[src/rtl/ps2_pkg.sv]
// Shared PS/2 definitions: host-transmit FSM states, timing constants and
// common device command codes. Used by the transmitter and the receiver.
package ps2_pkg;

  typedef enum logic [2:0] {
    IDLE      = 3'd0,
    INHIBIT   = 3'd1,
    REQ       = 3'd2,
    SEND      = 3'd3,
    ACK       = 3'd4,
    WAIT_IDLE = 3'd5
  } ps2_tx_state_e;

  // Clock-inhibit length and bus-stall timeout, in 50 MHz system clocks.
  // Simulation builds shrink both so a full transfer stays short.
`ifdef SIMULATION
  localparam int PS2_INHIBIT_CYCLES = 60;
  localparam int PS2_TIMEOUT_CYCLES = 10000;
`else
  localparam int PS2_INHIBIT_CYCLES = 6000;
  localparam int PS2_TIMEOUT_CYCLES = 1000000;
`endif

  // Frequently used host-to-device commands.
  localparam logic [7:0] PS2_CMD_RESET   = 8'hFF;
  localparam logic [7:0] PS2_CMD_ENABLE  = 8'hF4;
  localparam logic [7:0] PS2_CMD_DISABLE = 8'hF5;

  // PS/2 frames carry odd parity: the parity bit makes the total count of
  // ones across data and parity odd.
  function automatic logic odd_parity(input logic [7:0] data);
    return ~^data;
  endfunction

endpackage

[src/rtl/ps2_edge_det.sv]
// Two-flop synchronizer for a raw PS/2 pad level plus a one-cycle pulse on
// its falling edge. Shared between the PS/2 transmitter and receiver.
module ps2_edge_det
  import ps2_pkg::*;
(
  input  logic clk_sys,
  input  logic rst_n,
  input  logic line_in,
  output logic line_sync,
  output logic fall_pulse
);

  logic meta;
  logic sync;
  logic prev;

  // Synchronize the pad and keep one cycle of history; the bus idles high
  // so reset to 1 to avoid a phantom edge when reset is released.
  always_ff @(posedge clk_sys or negedge rst_n) begin
    if (!rst_n) begin
      meta <= 1'b1;
      sync <= 1'b1;
      prev <= 1'b1;
    end else begin
      meta <= line_in;
      sync <= meta;
      prev <= sync;
    end
  end

  assign line_sync  = sync;
  assign fall_pulse = prev & ~sync;

endmodule

[src/rtl/ps2_tx.sv]
// PS/2 host-to-device command transmitter. Inhibits the bus, issues a
// request-to-send, shifts out data/parity/stop on device clock falling
// edges, checks the device ACK and reports done or error.
module ps2_tx
  import ps2_pkg::*;
#(
  parameter int INHIBIT_CYCLES = PS2_INHIBIT_CYCLES,
  parameter int TIMEOUT_CYCLES = PS2_TIMEOUT_CYCLES
) (
  input  logic       clk_sys,
  input  logic       rst_n,
  input  logic       wr_vld,
  input  logic [7:0] wr_data,
  output logic       wr_rdy,
  output logic       tx_busy,
  output logic       tx_done,
  output logic       tx_err,
  input  logic       ps2_clk_in,
  input  logic       ps2_data_in,
  output logic       ps2_clk_oe,
  output logic       ps2_data_oe
);

  localparam int INH_W = $clog2(INHIBIT_CYCLES + 1);
  localparam int TO_W  = $clog2(TIMEOUT_CYCLES + 1);

  localparam logic [INH_W-1:0] INH_LAST  = INH_W'(INHIBIT_CYCLES - 1);
  localparam logic [INH_W-1:0] INH_START = INH_W'(INHIBIT_CYCLES - 2);
  localparam logic [TO_W-1:0]  TO_LAST   = TO_W'(TIMEOUT_CYCLES - 1);

  ps2_tx_state_e    state;
  logic [7:0]       data_q;
  logic             parity_q;
  logic [3:0]       bit_cnt;
  logic [INH_W-1:0] inh_cnt;
  logic [TO_W-1:0]  to_cnt;
  logic             clk_oe_q;
  logic             data_oe_q;
  logic             done_q;
  logic             err_q;

  logic             clk_sync;
  logic             clk_fall;
  logic [1:0]       data_sync_q;
  logic             data_sync;

  logic [9:0]       frame_bits;
  logic             tx_bit;
  logic             to_expired;

  ps2_edge_det u_clk_edge (
    .clk_sys    (clk_sys),
    .rst_n      (rst_n),
    .line_in    (ps2_clk_in),
    .line_sync  (clk_sync),
    .fall_pulse (clk_fall)
  );

  // Data pad gets the same two-flop delay as the clock so both are sampled
  // coherently at the ACK edge and during the idle check.
  always_ff @(posedge clk_sys or negedge rst_n) begin
    if (!rst_n) begin
      data_sync_q <= 2'b11;
    end else begin
      data_sync_q <= {data_sync_q[0], ps2_data_in};
    end
  end

  assign data_sync = data_sync_q[1];

  // Bits after the start bit, in wire order: index n goes out on edge n+1.
  assign frame_bits = {1'b1, parity_q, data_q};
  assign tx_bit     = (bit_cnt <= 4'd9) ? frame_bits[bit_cnt] : 1'b1;
  assign to_expired = (to_cnt == TO_LAST);

  // Transfer sequencer: owns every bus drive and status pulse.
  always_ff @(posedge clk_sys or negedge rst_n) begin
    if (!rst_n) begin
      state     <= IDLE;
      data_q    <= '0;
      parity_q  <= 1'b0;
      bit_cnt   <= '0;
      inh_cnt   <= '0;
      to_cnt    <= '0;
      clk_oe_q  <= 1'b0;
      data_oe_q <= 1'b0;
      done_q    <= 1'b0;
      err_q     <= 1'b0;
    end else begin
      done_q <= 1'b0;
      err_q  <= 1'b0;
      case (state)
        IDLE: begin
          if (wr_vld) begin
            data_q    <= wr_data;
            parity_q  <= odd_parity(wr_data);
            bit_cnt   <= '0;
            inh_cnt   <= '0;
            to_cnt    <= '0;
            clk_oe_q  <= 1'b1;
            data_oe_q <= 1'b0;
            state     <= INHIBIT;
          end
        end

        INHIBIT: begin
          if (inh_cnt == INH_LAST) begin
            clk_oe_q <= 1'b0;
            to_cnt   <= '0;
            state    <= REQ;
          end else begin
            inh_cnt <= inh_cnt + INH_W'(1);
            if (inh_cnt == INH_START) begin
              data_oe_q <= 1'b1;
            end
          end
        end

        REQ, SEND: begin
          if (clk_fall) begin
            to_cnt    <= '0;
            data_oe_q <= ~tx_bit;
            bit_cnt   <= bit_cnt + 4'd1;
            if (bit_cnt == 4'd9) begin
              state <= ACK;
            end else begin
              state <= SEND;
            end
          end else if (to_expired) begin
            clk_oe_q  <= 1'b0;
            data_oe_q <= 1'b0;
            err_q     <= 1'b1;
            to_cnt    <= '0;
            state     <= IDLE;
          end else begin
            to_cnt <= to_cnt + TO_W'(1);
          end
        end

        ACK: begin
          if (clk_fall) begin
            to_cnt <= '0;
            if (!data_sync) begin
              state <= WAIT_IDLE;
            end else begin
              err_q <= 1'b1;
              state <= IDLE;
            end
          end else if (to_expired) begin
            clk_oe_q  <= 1'b0;
            data_oe_q <= 1'b0;
            err_q     <= 1'b1;
            to_cnt    <= '0;
            state     <= IDLE;
          end else begin
            to_cnt <= to_cnt + TO_W'(1);
          end
        end

        WAIT_IDLE: begin
          if (clk_sync && data_sync) begin
            done_q <= 1'b1;
            to_cnt <= '0;
            state  <= IDLE;
          end else if (clk_fall) begin
            to_cnt <= '0;
          end else if (to_expired) begin
            clk_oe_q  <= 1'b0;
            data_oe_q <= 1'b0;
            err_q     <= 1'b1;
            to_cnt    <= '0;
            state     <= IDLE;
          end else begin
            to_cnt <= to_cnt + TO_W'(1);
          end
        end

        default: begin
          clk_oe_q  <= 1'b0;
          data_oe_q <= 1'b0;
          state     <= IDLE;
        end
      endcase
    end
  end

  assign wr_rdy      = (state == IDLE);
  assign tx_busy     = ~wr_rdy;
  assign tx_done     = done_q;
  assign tx_err      = err_q;
  assign ps2_clk_oe  = clk_oe_q;
  assign ps2_data_oe = data_oe_q;

endmodule
[config.mk]
export PLATFORM = sky130hd
export DESIGN_NAME = ps2_tx
export DESIGN_NICKNAME = d
export VERILOG_FILES = /design/src/rtl/ps2_pkg.sv /design/src/rtl/ps2_edge_det.sv /design/src/rtl/ps2_tx.sv
export SDC_FILE = /design/constraint.sdc
export NUM_CORES = 1
export LEC_CHECK = 0
export BUFFER_PORTS_ARGS = -buffer_cell sky130_fd_sc_hd__buf_2
export CAP_MARGIN = 20
export CORE_MARGIN = 3
export CORE_UTILIZATION = 35
export DETAILED_ROUTE_END_ITERATION = 8
export GPL_TIMING_DRIVEN = 0
export PLACE_DENSITY = 0.58
export REMOVE_ABC_BUFFERS = 1
export SYNTH_ARGS = -nofsm -noshare
export SYNTH_HDL_FRONTEND = slang
export SYNTH_SLANG_ARGS = --single-unit
[constraint.sdc]
create_clock -name clk_sys -period 5 [get_ports clk_sys]
set_input_delay 0.25 -clock clk_sys [delete_from_list [all_inputs] [get_ports clk_sys]]
set_output_delay 0.25 -clock clk_sys [all_outputs]
set_load 0.02 [all_outputs]
==> flow_summary_export.csv, run 1 <==
group,metric,value,unit
global_routing,grt_pass1_vias,2881,
timing,slew_headroom,35.2,%
drt,wire_per_inst,15.1,um
place,dpl.hpwl,5410,um
hold_path,holdPathStages,3,
critical_path,cp_max_fo,19,
timing,worst_pin_slew,0.971,ns
yosys,synth_fa_ha_area_share,3.46,%
yosys,async_flop_share,100,%
critical_path,worst-path-buf-inv,0,
die,start_util,36.5,%
yosys,synth_edf_count,0,
final_layout,instances_no_fill,536,
yosys,ys_types,71,
final_layout,num-nets-final,421,
timing,finalSetupViolCount,0,
drt,remaining_drc_errors,0,
power,power.total,1.68,mW
global_routing,track_usage,15.2,%
clock_network,cts_made_buffers,9,
critical_path,r2r-end,"to_cnt[11]",
timing,hold_violations,0,
timing,fmax,386,MHz
clock_network,cts_tree,"built",
clock_network,path_clk_slew,0.07,ns
yosys,synth_common_cells,"nand2_1 (56), dfrtp_1 (53), nor2_1 (26), inv_1 (20)",
clock_network,clk_path_buf_depth,2,
yosys,ys_ff_latch,58,
critical_path,startpoint_type,"flip-flop",
yosys,synth_top_family_by_area,"simple AND/OR/NAND/NOR gates",
global_routing,grt_max_degree,34,
die,die_h,108,um
critical_path,r2r-start,"u_clk_edge.line_sync",
yosys,synth-xor-area-share,3.88,%
critical_path,slowest_delay,0.66,ns
yosys,synth_flop_cell,"dfrtp_1",
critical_path,crit_family,"simple AND/OR/NAND/NOR gates",
critical_path,cp_slowest_cell,"nor2_2",
place,dpl_cell_area,3750,um^2
place,dp.cells,517,
hold_path,hp-start,"wr_data[7]",
final_layout,drive_gt1_share,18.4,%
timing,holdWs,0.115,ns
yosys,yosys.area.top_type,"dfrtp_1",
clock_network,cts_root_buffer,"clkbuf_8",
clock_network,cts_sinks,58,
yosys,synth-seq-area-share,40.3,%
timing,drv_slew,0,
critical_path,cp.required,5.24,ns
yosys,syn-cell-area,3610,um^2
critical_path,rr_worst_depth,5,
die,ioPinCount,19,
yosys,yosysMostFrequentCell,"nand2_1",
drt,vias_per_cell,5.54,
timing,min_period,2.59,ns
die,die_w,108,um
drt,wl,8110,um
global_routing,grt_pass1_wl,14000,um
critical_path,crit_chain,"or2b_2 > o21ai_1 > nor2_2 > nand4_4 > o41ai_2",
clock_network,clk_latency,0.35,ns
power,p_per_area,420,nW/um^2
timing,rsz0062_at_grt,"no",
yosys,synth_compound_area_share,17.5,%
power,ir_drop,183,uV
die,core-area,9910,um^2
run_status,status,"finished clean",
place,gp_congestion,0.800,
critical_path,worstPathArrival,2.83,ns
final_layout,design_area,4000,um^2
drt,num_vias,2968,
timing,finalSetupTns,0,ns
yosys,muxShareOfSynthArea,2.39,%
yosys,synth_top_area_share,36.7,%
yosys,synthSimpleGateAreaFrac,26.5,%
hold_path,worstHoldPathType,"in -> reg",
yosys,synthCells,383,
final_layout,syn2layout_area_growth,10.7,%
drt,antenna_left,0,
hold_path,hold_path_end,"data_q[7]",
critical_path,worst-r2r-setup-slack,2.41,ns
die,rows,36,
final_layout,diodes,0,
place,io_buffers,18,
global_routing,antenna_found_initial,0,
clock_network,post_cts.repair.setup_buffers,0,
global_routing,grt_overflow,0,
drt,first_pass_iters,4,
drt,drt_iter0_drc,158,
yosys,yosys-top-cells-area,"dfrtp_1 (37%), nand2_1 (5.8%), dfstp_2 (3.6%), ha_1 (3.5%), nor2_1 (2.7%)",
die,dieArea,11600,um^2
yosys,avgSynthCellArea,9.44,um^2
timing,post-route-period-util,51.9,%
yosys,yosys_warnings,0,
clock_network,htreeDepth,3,
critical_path,endpoint_kind,"flip-flop",
timing,fin_skew,0.00968,ns
power,p_leak,1.69,nW
run,drv_cap,0,
critical_path,critical_path_class,"reg -> reg",
==> layout make-up <==
| cell class | count | area [um^2] |
|---|---|---|
| well taps | 133 | 166 |
| clock buffers | 10 | 138 |
| flip-flops and latches | 58 | 1460 |
| multi-input cells | 287 | 1940 |
| clock inverters | 6 | 80.1 |
| repair buffers | 22 | 140 |
| inverters | 20 | 75.1 |
| fillers | 1007 | 5910 |
==> kinds of logic (layout without fill, tap and decap cells) <==
group / Yosys count / after routing
buffers and inverters: 38 / 58
XOR/XNOR: 16 / 16
adder cells (fa/ha/maj): 10 / 10
flip-flops: 58 / 58
AND/OR/NAND/NOR: 169 / 169
AO/OA/AOI/OAI: 86 / 86
multiplexers: 6 / 6
==> registers in the layout, indices dropped and copies added, names as in the netlist, 2 cells and up <==
signal	count
bit_cnt	4
data_q	8
data_sync_q	2
inh_cnt	13
state	3
to_cnt	20
==> worst max path at each step <==
stage	endpoint	cells past startpoint	from	slack [ns]
floorplan	inh_cnt[1]	4	state[1]	2.85
global placement	to_cnt[11]	5	u_clk_edge.line_sync	2.41
detailed placement	to_cnt[7]	5	u_clk_edge.line_sync	2.39
CTS	to_cnt[11]	5	u_clk_edge.line_sync	2.39
global route	to_cnt[2]	6	to_cnt[0]	2.21
finish	to_cnt[11]	5	u_clk_edge.line_sync	2.41
==> repair_timing <==
action / 4_1_cts / 5_1_grt
setup endpoints to repair: 0 / 0
hold buffers: 3 / 0
gates resized for setup: 0 / 0
endpoints found under the hold margin: 22 / 0
==> routing by layer <==
layer,vias to the layer above,track usage [%],part of all wire [%]
met1,1468,20.3,49
met5,-,0,0
met4,0,7.94,1.7
met3,9,2.76,2.8
li1,1436,-,-
met2,55,23.4,46
==> metrics by stage <==
stage,util [%],worst slack [ns]
2_1_floorplan,-,2.85
3_3_place_gp,37.7,2.41
3_5_place_dp,37.9,2.39
4_1_cts,40.4,2.39
5_1_grt,40.4,2.21
6_report,40.4,2.41
==> power by group <==
part | switching [mW] | internal [mW] | total (mW) | leakage (nW)
logic | 0.343 | 0.213 | 0.556 | 0.804
clock network | 0.195 | 0.290 | 0.486 | 0.116
registers | 0.0929 | 0.547 | 0.640 | 0.769
==> worst reg2reg max path, delay by kind of cell, from the launching register on <==
family | cells | cell delay [ns]
AO/OA/AOI/OAI | 2 | 0.59
flip-flops | 1 | 0.60
AND/OR/NAND/NOR | 3 | 1.30
==> layout by cell type (no fill, tap or decap), types with 4 or more instances in the layout <==
| master | Yosys | routed |
|---|---|---|
| nand2_1 | 56 | 56 |
| dfrtp_1 | 53 | 53 |
| nor2_1 | 26 | 26 |
| inv_1 | 20 | 20 |
| nand3_1 | 18 | 18 |
| o21ai_0 | 18 | 18 |
| buf_2 | 7 | 18 |
| nand4_1 | 14 | 14 |
| nor3_1 | 10 | 10 |
| ha_1 | 10 | 10 |
| clkbuf_8 | 4 | 10 |
| a21oi_1 | 9 | 9 |
| xnor2_1 | 9 | 9 |
| a31oi_1 | 8 | 8 |
| a32oi_1 | 7 | 7 |
| o22ai_1 | 7 | 7 |
| xor2_1 | 7 | 7 |
| o31ai_1 | 6 | 6 |
| a21boi_0 | 5 | 5 |
| dfstp_2 | 5 | 5 |
| and3_1 | 4 | 4 |
| clkinv_2 | 0 | 4 |
No activity file was read; power rests on OpenSTA's default activity.
==> run 2: changes to the inputs <==
==> constraint.sdc (replaced) <==
create_clock -name clk_sys -period 2.4 [get_ports clk_sys]
set_input_delay 0.12 -clock clk_sys [delete_from_list [all_inputs] [get_ports clk_sys]]
set_output_delay 0.12 -clock clk_sys [all_outputs]
set_load 0.02 [all_outputs]
==> run 2 against run 1 <==
Effect of this change:
- fmax up 13%
- power up 110%
- via count up 0.81%
- final area up 4.0%
- global-route usage up 0.29 points
- clock power up 110%
- non-clock buffer count up 12
- sequential share of layout area down 1.4 points
- hold slack better by 0.20 ns
- combinational power up 120%
- critical path type unchanged
- die area unchanged
==> flow_summary_export.csv, run 2 (synthesized netlist as in run 1, its figures left out) <==
group,metric,value,unit
final_layout,largest-register,"to_cnt",
global_routing,grt_max_degree,34,
final_layout,num-nets-final,434,
die,die_h,108,um
timing,fmax,434,MHz
power,ir_drop,381,uV
global_routing,grtUsageMet3,2.76,%
critical_path,worstPathArrival,2.54,ns
die,rows,36,
final_layout,design_area,4160,um^2
power,p_leak,1.77,nW
global_routing,grt_overflow,0,
timing,hold_violations,0,
clock_network,cts_made_buffers,9,
critical_path,critical_path_class,"reg -> reg",
timing,worst_pin_slew,0.927,ns
critical_path,worst-r2r-setup-slack,0.1,ns
final_layout,drive_gt1_share,19.2,%
final_layout,num-fill-cells,995,
drt,vias_per_cell,5.45,
hold_path,worstHoldPathType,"in -> reg",
drt,drt_iter0_drc,187,
drt,wl,8390,um
critical_path,startpoint_type,"flip-flop",
timing,post-route-period-util,96.0,%
clock_network,path_clk_slew,0.07,ns
clock_network,htreeDepth,3,
timing,setup_ws,0.0953,ns
final_layout,top_regs,"to_cnt (20), inh_cnt (13), data_q (8)",
global_routing,grt_util_met1,21.0,%
timing,min_period,2.30,ns
timing,slew_headroom,37.3,%
run,drv_cap,0,
place,dpl_cell_area,3750,um^2
critical_path,cp_max_fo,10,
power,power.total,3.57,mW
die,die_w,108,um
critical_path,endpoint_kind,"flip-flop",
clock_network,cts_sinks,58,
drt,remaining_drc_errors,0,
place,gp_congestion,0.800,
drt,antenna_left,0,
die,ioPinCount,19,
final_layout,most-common-layout-cells,"nand2_1 (56), dfrtp_1 (53), nor2_1 (26)",
place,io_buffers,18,
clock_network,clk_path_buf_depth,2,
die,core-area,9910,um^2
drt,wire_per_inst,15.3,um
place,pre_cts_slack,-0.205,ns
global_routing,antenna_found_initial,0,
critical_path,cp_slowest_cell,"nor4b_1",
global_routing,grt_pass1_wl,14200,um
critical_path,slowest_delay,0.84,ns
global_routing,grt_busiest_layer,"met2",
clock_network,cts_tree,"built",
critical_path,cp.required,2.64,ns
clock_network,cts_root_buffer,"clkbuf_8",
critical_path,crit_chain,"nor4b_1 > nand4_2 > a31oi_1 > o22ai_2",
die,start_util,36.5,%
clock_network,clk_latency,0.35,ns
die,dieArea,11600,um^2
timing,drv_slew,0,
final_layout,largest_register_ffs,20,
power,p_per_area,857,nW/um^2
place,dpl.hpwl,5410,um
global_routing,met2_usage,23.7,%
timing,finalSetupViolCount,0,
timing,fin_skew,0.0104,ns
final_layout,syn2layout_area_growth,15.1,%
final_layout,final_common_cell,"nand2_1",
global_routing,track_usage,15.5,%
drt,num_vias,2992,
final_layout,diodes,0,
global_routing,grt_pass1_vias,2896,
drt,first_pass_iters,5,
run_status,status,"finished clean",
[run 2: changes by cell type in the layout (fill, tap and decap cells not counted), sizes merged]
cell,previous run,this run
buf,19,23
dlygate4sd3,3,11
nand4,17,18
[run 2: layout make-up]
cell class	instances	area (um^2)	area share (%)
Clock buffer	10	138	3.31
Inverter	20	75.1	1.81
Timing Repair Buffer	34	263	6.32
Multi-Input combinational cell	288	1980	47.6
Clock inverter	6	80.1	1.93
Sequential cell	58	1460	35.0
Tap cell	133	166	4.00
[run 2: power by group]
| part | internal (mW) | leakage, nW | switching [mW] |
|---|---|---|---|
| Sequential | 1.14 | 0.769 | 0.193 |
| Combinational | 0.491 | 0.884 | 0.732 |
| Clock | 0.605 | 0.116 | 0.405 |
[run 2: path summary, 6_finish.rpt]
path	start	endpoint	cells past startpoint
worst min register to register	data_sync_q[0]	data_sync_q[1]	0
worst min-delay path	wr_vld	bit_cnt[0]	5
min in group asynchronous	rst_n	bit_cnt[1]	2
worst max register to register	to_cnt[7]	to_cnt[8]	4
max in group asynchronous	rst_n	inh_cnt[8]	3
worst max-delay path	to_cnt[7]	to_cnt[8]	4
[run 2: metrics by stage]
stage          std cells  hold WS [ns]  TNS [ns]  utilization [%]
3_5_place_dp         517         0.178     -2.46             37.9
3_3_place_gp         516         0.226     -2.28             37.7
5_1_grt              549         0.360   -0.0156             42.0
4_1_cts              544         0.285         0             41.4
6_report             549         0.310         0             42.0
2_1_floorplan        365        -0.176         0                -
[run 2: worst max-delay path: cells and delay by family, from the launching register on]
family           cells  cell delay [ns]
AND/OR/NAND/NOR      2             1.33
flip-flops           1             0.46
AO/OA/AOI/OAI        2             0.40
[run 2: timing repair]
item | CTS | global route
hold buffers | 11 | 0
cloned | 0 | 1
setup endpoints to repair | 20 | 20
gates resized for setup | 3 | 1
buffers inserted | 0 | 4
pin swaps | 0 | 3
endpoints found under the hold margin | 30 | 0
[run 2: routing by layer]
layer | up-vias | share of wire [%]
li1 | 1456 | -
met1 | 1464 | 49
met2 | 60 | 46
met3 | 12 | 2.6
met4 | 0 | 2.0
met5 | - | 0
